$ cat src/rtl/snes_poll_ctrl.sv
// Periodic SNES controller poller with two-scan debounce, sticky press/release
// flags and an Avalon-MM register interface with a level interrupt.
module snes_poll_ctrl #(
    parameter int unsigned POLL_DIV = 833333,
    parameter int unsigned TIMEOUT  = 20000
) (
    input  logic        clk_50,
    input  logic        reset_n,
    input  logic [11:0] snes_buttons,
    input  logic        snes_finish,
    input  logic        snes_idle,
    output logic        snes_start,
    input  logic [1:0]  avs_address,
    input  logic        avs_read,
    input  logic        avs_write,
    input  logic [31:0] avs_writedata,
    output logic [31:0] avs_readdata,
    output logic        irq
);

    localparam int DIV_W = (POLL_DIV > 1) ? $clog2(POLL_DIV) : 1;
    localparam int TO_W  = (TIMEOUT > 1) ? $clog2(TIMEOUT) : 1;

    typedef enum logic [1:0] {
        S_WAIT_TICK,
        S_START,
        S_BUSY,
        S_UPDATE
    } state_t;

    state_t state, state_n;

    logic [DIV_W-1:0] div_cnt;
    logic [TO_W-1:0]  to_cnt;
    logic             tick;

    logic        enable, irq_en, timeout_flag;
    logic [11:0] stable, prev_sample, press, release_flags;

    logic        start_n, timeout_set, do_update;
    logic [11:0] sample_new, agree, stable_new, press_set, release_set;
    logic        wr_ctrl, wr_press, wr_release;
    logic [31:0] rd_mux;

    logic unused_wdata;
    assign unused_wdata = ^avs_writedata[31:12];

    // Free-running divider; a tick outside S_WAIT_TICK is simply not acted on.
    assign tick = (div_cnt == DIV_W'(POLL_DIV - 1));

    // NOTE: sequential state uses non-blocking assignments so every register
    // samples pre-edge values, independent of statement order.
    always_ff @(posedge clk_50 or negedge reset_n) begin
        if (!reset_n) begin
            div_cnt <= '0;
        end else if (tick) begin
            div_cnt <= '0;
        end else begin
            div_cnt <= div_cnt + 1'b1;
        end
    end

    always_ff @(posedge clk_50 or negedge reset_n) begin
        if (!reset_n) begin
            state      <= S_WAIT_TICK;
            to_cnt     <= '0;
            snes_start <= 1'b0;
        end else begin
            state      <= state_n;
            snes_start <= start_n;
            to_cnt     <= (state == S_BUSY) ? to_cnt + 1'b1 : '0;
        end
    end

    // NOTE: every output of this block is given a default first, so no path
    // leaves a signal unassigned and no latch is inferred.
    always_comb begin
        state_n     = state;
        start_n     = 1'b0;
        timeout_set = 1'b0;
        do_update   = 1'b0;
        case (state)
            S_WAIT_TICK: if (tick && enable) state_n = S_START;
            S_START: begin
                if (snes_idle) begin
                    start_n = 1'b1;
                    state_n = S_BUSY;
                end
            end
            S_BUSY: begin
                if (snes_finish) begin
                    state_n = S_UPDATE;
                end else if (to_cnt == TO_W'(TIMEOUT - 1)) begin
                    timeout_set = 1'b1;
                    state_n     = S_WAIT_TICK;
                end
            end
            S_UPDATE: begin
                do_update = 1'b1;
                state_n   = S_WAIT_TICK;
            end
            default: state_n = S_WAIT_TICK;
        endcase
    end

    // A bit becomes stable only when two consecutive scans agree on it.
    always_comb begin
        sample_new  = ~snes_buttons;
        agree       = ~(sample_new ^ prev_sample);
        stable_new  = (stable & ~agree) | (sample_new & agree);
        press_set   = do_update ? (stable_new & ~stable) : 12'h000;
        release_set = do_update ? (stable & ~stable_new) : 12'h000;
    end

    assign wr_ctrl    = avs_write && (avs_address == 2'd0);
    assign wr_press   = avs_write && (avs_address == 2'd2);
    assign wr_release = avs_write && (avs_address == 2'd3);

    // W1C clears are applied before sets, so a coincident set wins.
    always_ff @(posedge clk_50 or negedge reset_n) begin
        if (!reset_n) begin
            enable        <= 1'b0;
            irq_en        <= 1'b0;
            timeout_flag  <= 1'b0;
            stable        <= '0;
            prev_sample   <= '0;
            press         <= '0;
            release_flags <= '0;
        end else begin
            if (wr_ctrl) begin
                enable <= avs_writedata[0];
                irq_en <= avs_writedata[1];
            end
            timeout_flag  <= (timeout_flag & ~(wr_ctrl & avs_writedata[2])) | timeout_set;
            press         <= (press & ~(wr_press ? avs_writedata[11:0] : 12'h000)) | press_set;
            release_flags <= (release_flags & ~(wr_release ? avs_writedata[11:0] : 12'h000))
                             | release_set;
            if (do_update) begin
                stable      <= stable_new;
                prev_sample <= sample_new;
            end
        end
    end

    always_comb begin
        rd_mux = '0;
        case (avs_address)
            2'd0: rd_mux = {29'd0, timeout_flag, irq_en, enable};
            2'd1: rd_mux = {20'd0, stable};
            2'd2: rd_mux = {20'd0, press};
            2'd3: rd_mux = {20'd0, release_flags};
            default: rd_mux = '0;
        endcase
    end

    always_ff @(posedge clk_50 or negedge reset_n) begin
        if (!reset_n) begin
            avs_readdata <= '0;
            irq          <= 1'b0;
        end else begin
            avs_readdata <= avs_read ? rd_mux : 32'd0;
            irq          <= irq_en & ((|press) | (|release_flags) | timeout_flag);
        end
    end

endmodule

$ cat config.mk
export PLATFORM = sky130hd
export DESIGN_NAME = snes_poll_ctrl
export DESIGN_NICKNAME = d
export VERILOG_FILES = /design/src/rtl/snes_poll_ctrl.sv
export SDC_FILE = /design/constraint.sdc
export NUM_CORES = 1
export LEC_CHECK = 0
export ABC_CLOCK_PERIOD_IN_PS = 2570
export BUFFER_PORTS_ARGS = -buffer_cell sky130_fd_sc_hd__buf_2
export CAP_MARGIN = 10
export CORE_MARGIN = 1
export CORE_UTILIZATION = 55
export DETAILED_ROUTE_END_ITERATION = 7
export PLACE_DENSITY = 0.82
export SKIP_CTS_REPAIR_TIMING = 1
export SLEW_MARGIN = 5
export SYNTH_ARGS = -nofsm -noshare
export SYNTH_HDL_FRONTEND = slang
export SYNTH_SLANG_ARGS = --single-unit
$ cat constraint.sdc
create_clock -name clk_50 -period 2.57 [get_ports clk_50]
set_clock_uncertainty 0.05 [all_clocks]
set_input_delay 0.1285 -clock clk_50 [delete_from_list [all_inputs] [get_ports clk_50]]
set_output_delay 0.1285 -clock clk_50 [all_outputs]
set_load 0.01 [all_outputs]
==> out/results.tsv <==
stage	metric	value	unit
sta	setup_violations	0	
logic_synthesis	synth-edff-count	0	
final_layout	layout-drive-gt1-share	0.1497	
final_layout	diodes	0	
power	swShare	0.3214	
sta	max_slew_margin	0.4570	
setup_path	crit_buf_inv	1	
logic_synthesis	ys_ff_latch	102	
logic_synthesis	ys_seq_area_frac	0.5325	
detailed_routing	drt-total-wl	9829	um
place	gp_congestion	0.8366	
clock_tree	h-tree-depth	3	
die	fp.dieW	95.36	um
die	coreArea	8341	um2
final_layout	fin_util	0.6548	
sta	worst_slew_pin_slew	0.8128	ns
setup_path	cp_max_fo	9	
logic_synthesis	syn_area	4793	um2
setup_path	cp-end-kind	flip-flop	
sta	max_freq	439.3	MHz
final_layout	area_growth_syn_to_layout	13.94	%
setup_path	worstPathArrival	2.48	ns
setup_path	crit_chain	or4b_1 -> or4_4 -> nor2_1 -> buf_4 -> nor3_1	
setup_path	ff2ff_setup_slack	0.29	ns
setup_path	critical_path_class	flip-flop to flip-flop	
setup_path	cp.required	2.77	ns
sta	period_share	0.8858	
grt	grt_overflow	0	
logic_synthesis	synth_top_cells_by_count	dfrtp_1, nor2_1, nand2_1	
grt	grt_pass1_vias	3524	
hold_path	min-delay-start	avs_writedata[8]	
clock_tree	cts_tree	done	
power	p_seq_frac	0.543	
sta	tns	0	ns
clock_tree	cts_buffer_depth	2	
logic_synthesis	yosys_warnings	0	
power	power_density	749.3	nW/um2
logic_synthesis	yosys-top-cells-area	dfrtp_1, a32o_1, nor2_1	
detailed_routing	drt_first_pass_iters	5	
setup_path	max_stage_delay	0.54	ns
logic_synthesis	async_reset_ff_frac	1.000	
setup_path	path_delay_family	simple AND/OR/NAND/NOR gates	
power	p_sw	1315	uW
logic_synthesis	synth_top_area_cell	dfrtp_1	
die	ios	86	
die	fp-row-count	33	
detailed_routing	drt_iter0_markers	224	
power	pwr-share-comb	0.201	
setup_path	startpoint_type	flip-flop	
logic_synthesis	synth.distinct_cells	42	
clock_tree	cts_buffers	9	
sta	drv_slew	0	
setup_path	cp_slowest_cell	or4b_1	
clock_tree	path_clk_slew	0.10	ns
grt	grt_first_pass_wirelength	16040	um
grt	grtUsageTotal	0.2312	
sta	rsz0062_at_grt	no	
logic_synthesis	synth_cells	475	
setup_path	r2r-start	div_cnt[16]	
power	peakVddDrop	0.0002982	V
detailed_routing	routedWlPerCell	15.22	um
die	die_h	95.36	um
clock_tree	cts-root-buf	clkbuf_8	
job	cap_viol_max_count	0	
sta	period_minus_slack	2.276	ns
detailed_routing	ant_nets	0	
hold_path	hold_class	input pin to flip-flop	
final_layout	final_net_count	591	
logic_synthesis	yosysMostFrequentCell	dfrtp_1	
sta	hold_violations	0	
grt	grt_antenna_before_repair	0	
clock_tree	cts_sinks	102	
power	p_leak	0.002354	uW
die	die_area	9093	um2
clock_tree	clock_latency	0.37	ns
setup_path	worstSetupStartpoint	div_cnt[16]	
detailed_routing	vias	3721	
die	initial_core_util	0.5747	
outcome	outcome	finished, final reports clean	
place	io_buffers	45	
detailed_routing	avgViaCountPerCell	5.760	
place	dp_hpwl	6580	um
power	intPower	2777	uW
grt	grt_start_max_net_pins	56	
logic_synthesis	synth-main-ff-cell	dfrtp_1	
power	clkPwrFrac	0.256	
detailed_routing	drc	0	
logic_synthesis	synth_top_area_share	0.5325	
logic_synthesis	synth_area_per_cell	10.09	um2
==> layer usage <==
layer  vias up  global-route usage  share of wire
li1       1770                   -              -
met1      1820              0.2814           0.42
met2       123              0.4060           0.51
met3         8             0.06539          0.061
met4         0             0.05177         0.0071
met5         -                   0              0
==> cell type report <==
type / instances / area (um2)
Timing Repair Buffer: 71 / 485.5
Sequential cell: 102 / 2552
Fill cell: 654 / 2879
Inverter: 7 / 26.28
Clock inverter: 6 / 68.82
Tap cell: 105 / 131.4
Clock buffer: 10 / 137.6
Multi-Input combinational cell: 345 / 2059
==> kinds of logic after synthesis <==
group                      count (synthesis)  synth area share
other                                      1         0.0007823
muxes                                     15           0.04176
adders and majority gates                  3          0.007832
AOI/OAI and AO/OA                         95            0.1331
buffers and inverters                     47           0.05273
xor gates and xnor gates                  27           0.04934
DFF                                      102            0.5325
and+or+nand+nor                          185            0.1819
==> state kept, by name, indices dropped and copies added (netlist names) <==
name,count
irq,1
state,2
release_flags,12
div_cnt,20
stable,12
timeout_flag,1
prev_sample,12
irq_en,1
enable,1
snes_start,1
avs_readdata,12
to_cnt,15
press,12
==> stage by stage <==
step / setup slack (ns) / instances / instance area, um2 / hold slack, ns / total power, uW
after floorplan: 0.4959 / 494 / 4865 / -0.2171 / 2765
after global placement: 0.3670 / 610 / 5055 / 0.1296 / 2985
after detailed placement: 0.3549 / 610 / 5055 / 0.1308 / 3044
after CTS: 0.3015 / 626 / 5261 / -0.2756 / 4089
after global routing: 0.2060 / 646 / 5461 / 0.007589 / 4330
final: 0.2936 / 646 / 5461 / 0.002312 / 4092
==> cells in the final DEF (no fill, tap or decap), types with 11 or more instances in the layout <==
master | Yosys | routed
nor4_1 | 13 | 13
a32o_1 | 24 | 24
xnor2_1 | 20 | 20
o21ai_0 | 38 | 38
conb_1 | 1 | 20
buf_2 | 1 | 44
dfrtp_1 | 102 | 102
dlygate4sd3_1 | 0 | 20
nand2_1 | 51 | 51
a21oi_1 | 15 | 15
nand3_1 | 17 | 17
nor2_1 | 58 | 58
nor2b_1 | 11 | 11
==> worst min-delay path, cell delays in order <==
cell and delay (ns):
buf_2 0.11, nand2_1 0.05, a32o_1 0.10
==> power groups by stage <==
stage	Clock (uW)	Sequential, uW	Combinational, uW
3_5_place_dp	0	2240	801
3_3_place_gp	0	2210	771
4_1_cts	1070	2210	806
6_report	1050	2220	823
5_1_grt	1130	2270	937
2_1_floorplan	0	2170	595
==> path summary, 6_finish.rpt <==
path / depth (start not counted) / endpoint
setup / recovery: 5 / div_cnt[19]
hold / removal: 3 / release_flags[8]
setup reg to reg: 5 / div_cnt[19]
hold reg to reg: 1 / to_cnt[0]
max in group asynchronous: 3 / state[0]
min in group asynchronous: 2 / stable[11]
Note: power is estimated with default switching activity, not from simulation.
